--- src/rtl/rf_writeback_unit_pkg.sv ---
// Shared definitions for the register-file writeback unit.
// Holds the default data/index widths and the encoding of the writeback
// source chosen by the arbiter each cycle.
package rf_writeback_unit_pkg;

  localparam int DEFAULT_REG_WIDTH      = 32;
  localparam int DEFAULT_REG_ADDR_WIDTH = 5;

  // Writeback source selected in a cycle (priority ALU > HOLD > RSP).
  typedef enum logic [1:0] {
    WB_NONE = 2'd0,
    WB_ALU  = 2'd1,
    WB_HOLD = 2'd2,
    WB_RSP  = 2'd3
  } wb_src_e;

  // True when the selected source retires the load at the tag-queue head.
  function automatic logic is_load_src(input wb_src_e src);
    return (src == WB_HOLD) || (src == WB_RSP);
  endfunction

endpackage

--- src/rtl/wb_tag_fifo.sv ---
// Destination-tag queue for outstanding loads.
// Circular FIFO of DEPTH entries with one valid bit per slot, so the
// hazard logic can compare against every outstanding tag.
// Ports:
//   clk, srst          clock and synchronous active-high reset
//   push, push_tag     enqueue a tag (ignored when full)
//   pop                dequeue the head (ignored when empty)
//   full, empty        registered occupancy flags
//   head_tag           tag at the queue head
//   entry_valid        per-slot valid bits
//   entry_tag          per-slot tags, slot i at [i*TAG_WIDTH +: TAG_WIDTH]
module wb_tag_fifo #(
  parameter int DEPTH     = 2,
  parameter int TAG_WIDTH = 5
) (
  input  logic                       clk,
  input  logic                       srst,
  input  logic                       push,
  input  logic [TAG_WIDTH-1:0]       push_tag,
  input  logic                       pop,
  output logic                       full,
  output logic                       empty,
  output logic [TAG_WIDTH-1:0]       head_tag,
  output logic [DEPTH-1:0]           entry_valid,
  output logic [DEPTH*TAG_WIDTH-1:0] entry_tag
);

  localparam int AW = $clog2(DEPTH);
  localparam logic [AW-1:0] PTR_ONE = AW'(1);

  logic [TAG_WIDTH-1:0] tag_reg [DEPTH];
  logic [DEPTH-1:0]     valid_reg;
  logic [DEPTH-1:0]     valid_set;
  logic [DEPTH-1:0]     valid_clr;
  logic [AW-1:0]        wr_ptr_reg;
  logic [AW-1:0]        rd_ptr_reg;
  logic                 push_ok;
  logic                 pop_ok;

  assign full     = &valid_reg;
  assign empty    = ~|valid_reg;
  // Full/empty come from registered state only, so a push while full is
  // rejected even if a pop happens in the same cycle.
  assign push_ok  = push & ~full;
  assign pop_ok   = pop & ~empty;
  assign head_tag = tag_reg[rd_ptr_reg];

  genvar gi;
  generate
    for (gi = 0; gi < DEPTH; gi++) begin : g_slot
      assign valid_set[gi] = push_ok && (wr_ptr_reg == AW'(gi));
      assign valid_clr[gi] = pop_ok  && (rd_ptr_reg == AW'(gi));
      assign entry_valid[gi] = valid_reg[gi];
      assign entry_tag[gi*TAG_WIDTH +: TAG_WIDTH] = tag_reg[gi];
    end
  endgenerate

  always_ff @(posedge clk) begin
    if (srst) begin
      valid_reg  <= '0;
      wr_ptr_reg <= '0;
      rd_ptr_reg <= '0;
    end else begin
      valid_reg <= (valid_reg | valid_set) & ~valid_clr;
      if (push_ok) wr_ptr_reg <= wr_ptr_reg + PTR_ONE;
      if (pop_ok)  rd_ptr_reg <= rd_ptr_reg + PTR_ONE;
    end
  end

  // Tag storage needs no reset: slots are qualified by valid_reg.
  always_ff @(posedge clk) begin
    if (push_ok) tag_reg[wr_ptr_reg] <= push_tag;
  end

endmodule

--- src/rtl/rf_writeback_unit.sv ---
// Register-file writeback unit.
// Merges single-cycle ALU results and in-order load responses onto one
// registered register-file write port, tracks outstanding load
// destinations and reports read/write hazards against pending writes.
// Ports:
//   Clk_i, Rst_i                        clock, synchronous active-high reset
//   Alu_Valid_i/Alu_Rd_i/Alu_Data_i     ALU result (highest priority)
//   Ld_Issue_i/Ld_Rd_i/Ld_Issue_Ready_o load issue, destination tag enqueue
//   Ld_Rsp_Valid_i/Ld_Rsp_Data_i/Ld_Rsp_Ready_o  load data return
//   Ra_Sel_i/Rb_Sel_i/Rq_Sel_i/Hazard_o hazard query
//   Data_We_o/Rd_Sel_o/Data_o           registered register-file write
module rf_writeback_unit
  import rf_writeback_unit_pkg::*;
#(
  parameter int REG_WIDTH      = DEFAULT_REG_WIDTH,
  parameter int REG_ADDR_WIDTH = DEFAULT_REG_ADDR_WIDTH,
  parameter int LDQ_DEPTH      = 2
) (
  input  logic                      Clk_i,
  input  logic                      Rst_i,
  input  logic                      Alu_Valid_i,
  input  logic [REG_ADDR_WIDTH-1:0] Alu_Rd_i,
  input  logic [REG_WIDTH-1:0]      Alu_Data_i,
  input  logic                      Ld_Issue_i,
  input  logic [REG_ADDR_WIDTH-1:0] Ld_Rd_i,
  output logic                      Ld_Issue_Ready_o,
  input  logic                      Ld_Rsp_Valid_i,
  input  logic [REG_WIDTH-1:0]      Ld_Rsp_Data_i,
  output logic                      Ld_Rsp_Ready_o,
  input  logic [REG_ADDR_WIDTH-1:0] Ra_Sel_i,
  input  logic [REG_ADDR_WIDTH-1:0] Rb_Sel_i,
  input  logic [REG_ADDR_WIDTH-1:0] Rq_Sel_i,
  output logic                      Hazard_o,
  output logic                      Data_We_o,
  output logic [REG_ADDR_WIDTH-1:0] Rd_Sel_o,
  output logic [REG_WIDTH-1:0]      Data_o
);

  logic                                tag_full;
  logic                                tag_empty;
  logic [REG_ADDR_WIDTH-1:0]           head_tag;
  logic [LDQ_DEPTH-1:0]                entry_valid;
  logic [LDQ_DEPTH*REG_ADDR_WIDTH-1:0] entry_tag;
  logic [REG_ADDR_WIDTH-1:0]           slot_tag [LDQ_DEPTH];

  logic                      hold_valid_reg, hold_valid_next;
  logic [REG_WIDTH-1:0]      hold_data_reg,  hold_data_next;
  logic                      we_reg,         we_next;
  logic [REG_ADDR_WIDTH-1:0] rd_reg,         rd_next;
  logic [REG_WIDTH-1:0]      data_reg,       data_next;

  wb_src_e src;
  logic    push;
  logic    pop;
  logic    rsp_fire;
  logic    hazard;
  logic [REG_ADDR_WIDTH-1:0] query [3];

  assign Ld_Issue_Ready_o = ~tag_full;
  assign Ld_Rsp_Ready_o   = ~hold_valid_reg;
  assign push             = Ld_Issue_i & ~tag_full;
  // A response with no outstanding tag has nothing to pair with: drop it.
  assign rsp_fire         = Ld_Rsp_Valid_i & ~hold_valid_reg & ~tag_empty;
  assign pop              = is_load_src(src);

  wb_tag_fifo #(
    .DEPTH     (LDQ_DEPTH),
    .TAG_WIDTH (REG_ADDR_WIDTH)
  ) u_tag_fifo (
    .clk         (Clk_i),
    .srst        (Rst_i),
    .push        (push),
    .push_tag    (Ld_Rd_i),
    .pop         (pop),
    .full        (tag_full),
    .empty       (tag_empty),
    .head_tag    (head_tag),
    .entry_valid (entry_valid),
    .entry_tag   (entry_tag)
  );

  // Writeback source priority: ALU, then held load, then fresh response.
  always_comb begin
    src = WB_NONE;
    if (Alu_Valid_i)         src = WB_ALU;
    else if (hold_valid_reg) src = WB_HOLD;
    else if (rsp_fire)       src = WB_RSP;
  end

  always_comb begin
    hold_valid_next = hold_valid_reg;
    hold_data_next  = hold_data_reg;
    we_next         = 1'b0;
    rd_next         = rd_reg;
    data_next       = data_reg;
    case (src)
      WB_ALU: begin
        rd_next   = Alu_Rd_i;
        data_next = Alu_Data_i;
      end
      WB_HOLD: begin
        rd_next         = head_tag;
        data_next       = hold_data_reg;
        hold_valid_next = 1'b0;
      end
      WB_RSP: begin
        rd_next   = head_tag;
        data_next = Ld_Rsp_Data_i;
      end
      default: ;
    endcase
    // Register 0 is hard-wired: a result aimed at it still retires but never writes.
    if (src != WB_NONE) we_next = (rd_next != '0);
    // An accepted response that lost to the ALU parks in the hold register.
    if (rsp_fire && (src == WB_ALU)) begin
      hold_valid_next = 1'b1;
      hold_data_next  = Ld_Rsp_Data_i;
    end
  end

  always_ff @(posedge Clk_i) begin
    if (Rst_i) begin
      hold_valid_reg <= 1'b0;
      hold_data_reg  <= '0;
      we_reg         <= 1'b0;
      rd_reg         <= '0;
      data_reg       <= '0;
    end else begin
      hold_valid_reg <= hold_valid_next;
      hold_data_reg  <= hold_data_next;
      we_reg         <= we_next;
      rd_reg         <= rd_next;
      data_reg       <= data_next;
    end
  end

  assign Data_We_o = we_reg;
  assign Rd_Sel_o  = rd_reg;
  assign Data_o    = data_reg;

  // Hazard: a nonzero query matching any outstanding load tag or the write
  // currently on the register-file port.
  assign query[0] = Ra_Sel_i;
  assign query[1] = Rb_Sel_i;
  assign query[2] = Rq_Sel_i;

  genvar gi;
  generate
    for (gi = 0; gi < LDQ_DEPTH; gi++) begin : g_slot_tag
      assign slot_tag[gi] = entry_tag[gi*REG_ADDR_WIDTH +: REG_ADDR_WIDTH];
    end
  endgenerate

  always_comb begin
    hazard = 1'b0;
    for (int q = 0; q < 3; q++) begin
      if (query[q] != '0) begin
        if (we_reg && (rd_reg == query[q])) hazard = 1'b1;
        for (int e = 0; e < LDQ_DEPTH; e++) begin
          if (entry_valid[e] && (slot_tag[e] == query[q])) hazard = 1'b1;
        end
      end
    end
  end

  assign Hazard_o = hazard;

endmodule

--- config.mk ---
export PLATFORM = sky130hd
export DESIGN_NAME = rf_writeback_unit
export DESIGN_NICKNAME = d
export VERILOG_FILES = /design/src/rtl/rf_writeback_unit_pkg.sv /design/src/rtl/wb_tag_fifo.sv /design/src/rtl/rf_writeback_unit.sv
export SDC_FILE = /design/constraint.sdc
export NUM_CORES = 1
export LEC_CHECK = 0
export CAP_MARGIN = 0
export CORE_MARGIN = 2
export CORE_UTILIZATION = 47
export DETAILED_ROUTE_END_ITERATION = 10
export PLACE_DENSITY = 0.84
export SLEW_MARGIN = 10
export SYNTH_ARGS = -nofsm -noshare
export SYNTH_HDL_FRONTEND = slang
export SYNTH_SLANG_ARGS = --single-unit
--- constraint.sdc ---
create_clock -name Clk_i -period 2.97 [get_ports Clk_i]
set_input_delay 0.891 -clock Clk_i [delete_from_list [all_inputs] [get_ports Clk_i]]
set_output_delay 0.891 -clock Clk_i [all_outputs]
set_load 0.01 [all_outputs]
==> results of run 1 <==
==> worst paths after layout <==
kind	start	endpoint	slack, ns	cells past startpoint
min	hold_data_reg[17]	hold_data_reg[17]	0.46	2
max reg2reg	u_tag_fifo.entry_valid[1]	Data_We_o	1.13	6
min reg2reg	hold_data_reg[17]	hold_data_reg[17]	0.46	2
max	Ra_Sel_i[4]	Hazard_o	-0.13	7
==> what timing repair did <==
action | 4_1_cts | 5_1_grt
pin swaps | 15 | 8
gates resized for setup | 59 | 4
setup endpoints to repair | 1 | 1
buffers inserted | 1 | 0
==> per-stage QoR <==
| step | TNS [ns] | area, sq um | util | instances | power [uW] |
|---|---|---|---|---|---|
| 2_1_floorplan | 0 | 4429 | - | 512 | 1668 |
| 3_3_place_gp | -0.8130 | 5931 | 0.6449 | 751 | 1978 |
| 3_5_place_dp | -0.8775 | 5931 | 0.6449 | 751 | 1995 |
| 4_1_cts | -0.09573 | 6141 | 0.6678 | 768 | 2852 |
| 5_1_grt | -0.1803 | 6151 | 0.6688 | 768 | 2977 |
| 6_report | -0.1259 | 6151 | 0.6688 | 768 | 2836 |
==> layout by cell type (no fill, tap or decap), types with 4 or more instances in the layout <==
cell type        Yosys  layout
o21ai_0             26      25
dfxtp_1             76      75
and3_1               4       4
clkbuf_8             0       9
xor2_1              17      17
nand2_1            103     103
nor3_1               5       4
mux2i_1             66      66
nor2_1              49      48
edfxtp_1            10      10
nand3_1              6       6
xnor2_1             30      30
nor4_1               5       5
o21ai_1             12      13
clkdlybuf4s50_1      0     116
buf_4                2      28
nand4_1              4       4
a21oi_1             40      40
buf_2               11       8
==> kinds of logic (layout without fill, tap and decap cells) <==
family,after synthesis,after routing,synth area share
and+or+nand+nor,185,185,0.1785
AOI/OAI and AO/OA,86,86,0.1051
DFF,86,86,0.4113
muxes,69,69,0.1568
xor gates and xnor gates,47,47,0.09294
buffers and inverters,37,182,0.04972
adders and majority gates,2,2,0.005649
==> worst max-delay path: stages <==
cell             delay (ns)
clkdlybuf4s15_2        0.23
xor2_1                 0.15
nor4_1                 0.30
nand3_1                0.12
and3_1                 0.18
o2111ai_2              0.17
buf_2                  0.16
==> power breakdown <==
part	total, uW	switching (uW)	internal, uW
registers	1300	55.8	1250
logic	665	303	361
clock network	868	393	475
==> area by class of cell <==
cell class,count,area [sq um]
Sequential cell,86,1823
Timing Repair Buffer,164,1550
Clock inverter,4,71.32
Fill cell,736,3045
Clock buffer,12,135.1
Multi-Input combinational cell,389,2425
Tap cell,111,138.9
Inverter,2,7.507
==> per-layer routing <==
metal / wire [microns] / vias up / GRT usage / share of wire
met5: 0 / - / 0 / 0
met4: 266 / 0 / 0.08524 / 0.022
met3: 751 / 20 / 0.04924 / 0.061
met2: 5965 / 160 / 0.4004 / 0.48
met1: 5323 / 1923 / 0.3209 / 0.43
li1: - / 2011 / - / -
==> metrics.yaml, run 1 <==
status: "finished with violations"
violations: "setup timing"
synth.avg_cell_area_sq_um: 8.651
dp_slack_ns: -0.8775
cp-end-kind: "output pin"
hold_path_class: "register to register"
vias: 4114
drtIter0Drc: 182
fmax_ghz: 0.3230
layout.nets: 748
syn_to_final_growth_pct: 38.87
synth_common_cells: "103 x nand2_1, 76 x dfxtp_1, 66 x mux2i_1"
finalHoldViolations: 0
synth_top_area_cell: "dfxtp_1"
cts.sinks: 86
yosys.area.top_type_share: 0.3435
die_h_microns: 101.1
cts_tree: "done"
clock_path_buffers: 2
routed_wl_microns: 12310
wire_per_inst_microns: 16.02
cellPowerDensity_nw_per_um2: 461.1
drt-pass1-iter-count: 5
first_global_vias: 4101
layout_min_cycle_time_ns: 3.096
tightestPinTransition_ns: 0.7139
rsz0062_at_grt: "yes"
fin_crit_sh: 1.042
grt_overflow_total: 0
diodes: 0
critPathKind: "primary input to output pin"
io_buffers: 134
h-tree-depth: 3
row_count: 35
cp_max_fo: 4
grt_max_degree: 74
drv_cap: 0
cts_made_buffers: 9
via_per_inst: 5.357
die-area_sq_um: 10220
grt_pass1_wl_microns: 19820
hold_ws_ns: 0.4556
setup_ws_ns: -0.1259
dp_hpwl_microns: 9228
ant_nets: 0
clock-skew-final_ns: 0.01880
worstPathRequired_ns: 2.08
syn_inst: 512
start_kind: "primary input"
coreArea_sq_um: 9196
antenna_found_initial: 0
synth-main-ff-cell: "dfxtp_1"
ys_types: 35
synth-seq-cells: 86
synth-seq-area-share: 0.4113
drc: 0
worstPathArrival_ns: 2.20
irDropWorstVdd_uv: 282.8
slew_headroom: 0.5223
synthesis.nets: 608
die_w_microns: 101.1
async_flop_share: 0
io_pins: 135
synth_area_leaders: "dfxtp_1 34%, mux2i_1 15%, nand2_1 8.7%, edfxtp_1 6.8%, xnor2_1 5.9%"
gp_congestion: 0.9918
cts-root-buf: "clkbuf_8"
clkTransAtPathRegs_ns: 0.08
final_layout_size_suffix_gt1_frac: 0.1142
postCtsHoldBufs: 0
synth-edff-count: 10
syn-cell-area_sq_um: 4429
worstSkewPairLatency_ns: 0.35
initial_core_util: 0.4816
p_leak_uw: 0.002363
setup_viol: 1
yosysWarnings: 0
drv_slew: 0
yosysMostFrequentCell: "nand2_1"
grt_use_total: 0.2445
Power figures use the tool's default switching activity.
==> run 2, diff against run 1 <==
RECOVER_POWER = 25   (was not set)
==> run 2 against run 1 <==
  * The run still ends with setup timing left
  * Critical endpoint unchanged
  * Routed wire length about the same
  * Via count about the same
  * Clock-buffer cell count unchanged
  * Hold slack about the same
  * Clock skew about the same
  * Critical path depth unchanged
  * Sequential share of layout area up 0.11 points
  * Flip-flop and latch count unchanged
  * Total power down 0.18%
==> metrics.yaml, run 2 (synthesis gave the netlist of run 1 again) <==
status: "finished with violations"
violations: "setup timing"
drc: 0  # unchanged
cp_max_fo: 4  # unchanged
initial_core_util: 0.4816  # unchanged
vias: 4115  # +0.024%
layout_commonest_cell: "clkdlybuf4s50_1"
row_count: 35  # unchanged
start_kind: "primary input"
drtIter0Drc: 180  # -1.1%
first_global_vias: 4101  # unchanged
worstSkewPairLatency_ns: 0.34  # about the same
fillCellCount: 741  # +0.68%
diodes: 0  # unchanged
die_w_microns: 101.1  # unchanged
grt_max_degree: 74  # unchanged
cellPowerDensity_nw_per_um2: 462.1  # +0.21%
drv_slew: 0  # unchanged
coreArea_sq_um: 9196  # unchanged
cp_slowest_cell: "nor4_1"
grt_pass1_wl_microns: 19820  # unchanged
cts-root-buf: "clkbuf_8"
wire_per_inst_microns: 16.02  # about the same
worstPathRequired_ns: 2.08  # about the same
io_buffers: 134  # unchanged
setup_ws_ns: -0.1209  # +0.004996 ns
cts_made_buffers: 9  # unchanged
layout_common_cells: "109 x clkdlybuf4s50_1, 103 x nand2_1, 75 x dfxtp_1"
hold_ws_ns: 0.4555  # -0.0001250 ns
drv_cap: 0  # unchanged
dp_hpwl_microns: 9228  # unchanged
path_cells: "clkdlybuf4s15_2 -> xor2_1 -> nor4_1 -> nand3_1 -> and3_1 -> o2111ai_2 -> buf_2"
antenna_found_initial: 0  # unchanged
h-tree-depth: 3  # unchanged
gp_congestion: 0.9918  # unchanged
critPathTopFamily: "simple AND/OR/NAND/NOR gates"
dp_slack_ns: -0.8775  # unchanged
die-area_sq_um: 10220  # unchanged
ant_nets: 0  # unchanged
grt_use_total: 0.2445  # unchanged
postCtsHoldBufs: 0  # unchanged
worstPathArrival_ns: 2.20  # about the same
die_h_microns: 101.1  # unchanged
tightestPinTransition_ns: 1.423  # +0.7093 ns
finalHoldViolations: 0  # unchanged
p_leak_uw: 0.002356  # -0.33%
via_per_inst: 5.358  # about the same
cp-end-kind: "output pin"
layout.nets: 748  # unchanged
layout_min_cycle_time_ns: 3.091  # -0.004996 ns
drt-pass1-iter-count: 4  # -1
critPathKind: "primary input to output pin"
setup_viol: 1  # unchanged
slew_headroom: 0.05120  # -0.4711
clkTransAtPathRegs_ns: 0.08  # about the same
clock-skew-final_ns: 0.01892  # +0.0001215 ns
hold_path_class: "register to register"
fmax_ghz: 0.3235  # +0.16%
cts.sinks: 86  # unchanged
power_uw: 2831  # -0.18%
final_layout_size_suffix_gt1_frac: 0.1126  # -0.001522
cts_tree: "done"
fin_util: 0.6663  # -0.002585
irDropWorstVdd_uv: 282.3  # -0.16%
grt_overflow_total: 0  # unchanged
crit_buf_inv: 2  # unchanged
io_pins: 135  # unchanged
syn_to_final_growth_pct: 38.33
slowest_delay_ns: 0.30  # about the same
rsz0062_at_grt: "yes"
routed_wl_microns: 12300  # about the same
fin_crit_sh: 1.041  # -0.001682
clock_path_buffers: 2  # unchanged
==> run 2: final timing paths <==
kind                              from           endpoint  slack [ns]  cells past startpoint
max                        Ra_Sel_i[4]           Hazard_o       -0.12                      7
max reg2reg  u_tag_fifo.entry_valid[1]          Data_We_o        0.78                      6
min                  hold_data_reg[17]  hold_data_reg[17]        0.46                      2
min reg2reg          hold_data_reg[17]  hold_data_reg[17]        0.46                      2
==> run 2: per-layer routing <==
metal / part of all wire / global-route usage / up-vias
li1: - / - / 2011
met3: 0.060 / 0.04924 / 21
met1: 0.43 / 0.3209 / 1932
met4: 0.021 / 0.08524 / 0
met2: 0.49 / 0.4004 / 151
met5: 0 / 0 / -
==> run 2: cell type report <==
class | count | area (sq um) | area share
Clock inverter | 4 | 71.32 | 0.01164
Tap cell | 111 | 138.9 | 0.02267
Multi-Input combinational cell | 389 | 2417 | 0.3945
Sequential cell | 86 | 1823 | 0.2975
Clock buffer | 12 | 135.1 | 0.02205
Inverter | 2 | 7.507 | 0.001225
Timing Repair Buffer | 164 | 1534 | 0.2504
==> run 2: timing repair <==
action | 4_1_cts | 5_1_grt
pin swaps | 15 | 8
gates cloned | 0 | 0
gates resized for setup | 59 | 4
setup buffers | 1 | 0
setup endpoints to repair | 1 | 1
==> run 2: power by group <==
part,switching [uW],internal [uW],total (uW)
registers,55.7,1250,1300
clock network,393,475,868
logic,303,357,660
==> run 2: per-stage QoR <==
step	setup TNS, ns	std cells	cell area [sq um]
5_1_grt	-0.1803	768	6127
2_1_floorplan	0	512	4429
3_5_place_dp	-0.8775	751	5931
4_1_cts	-0.09573	768	6141
6_report	-0.1209	768	6127
3_3_place_gp	-0.8130	751	5931
==> run 2: worst min-delay path, delay by kind of cell, from the launching register on <==
family,cells,cell delay [ns]
AOI/OAI and AO/OA,1,0.05
DFF,1,0.31
and+or+nand+nor,1,0.05
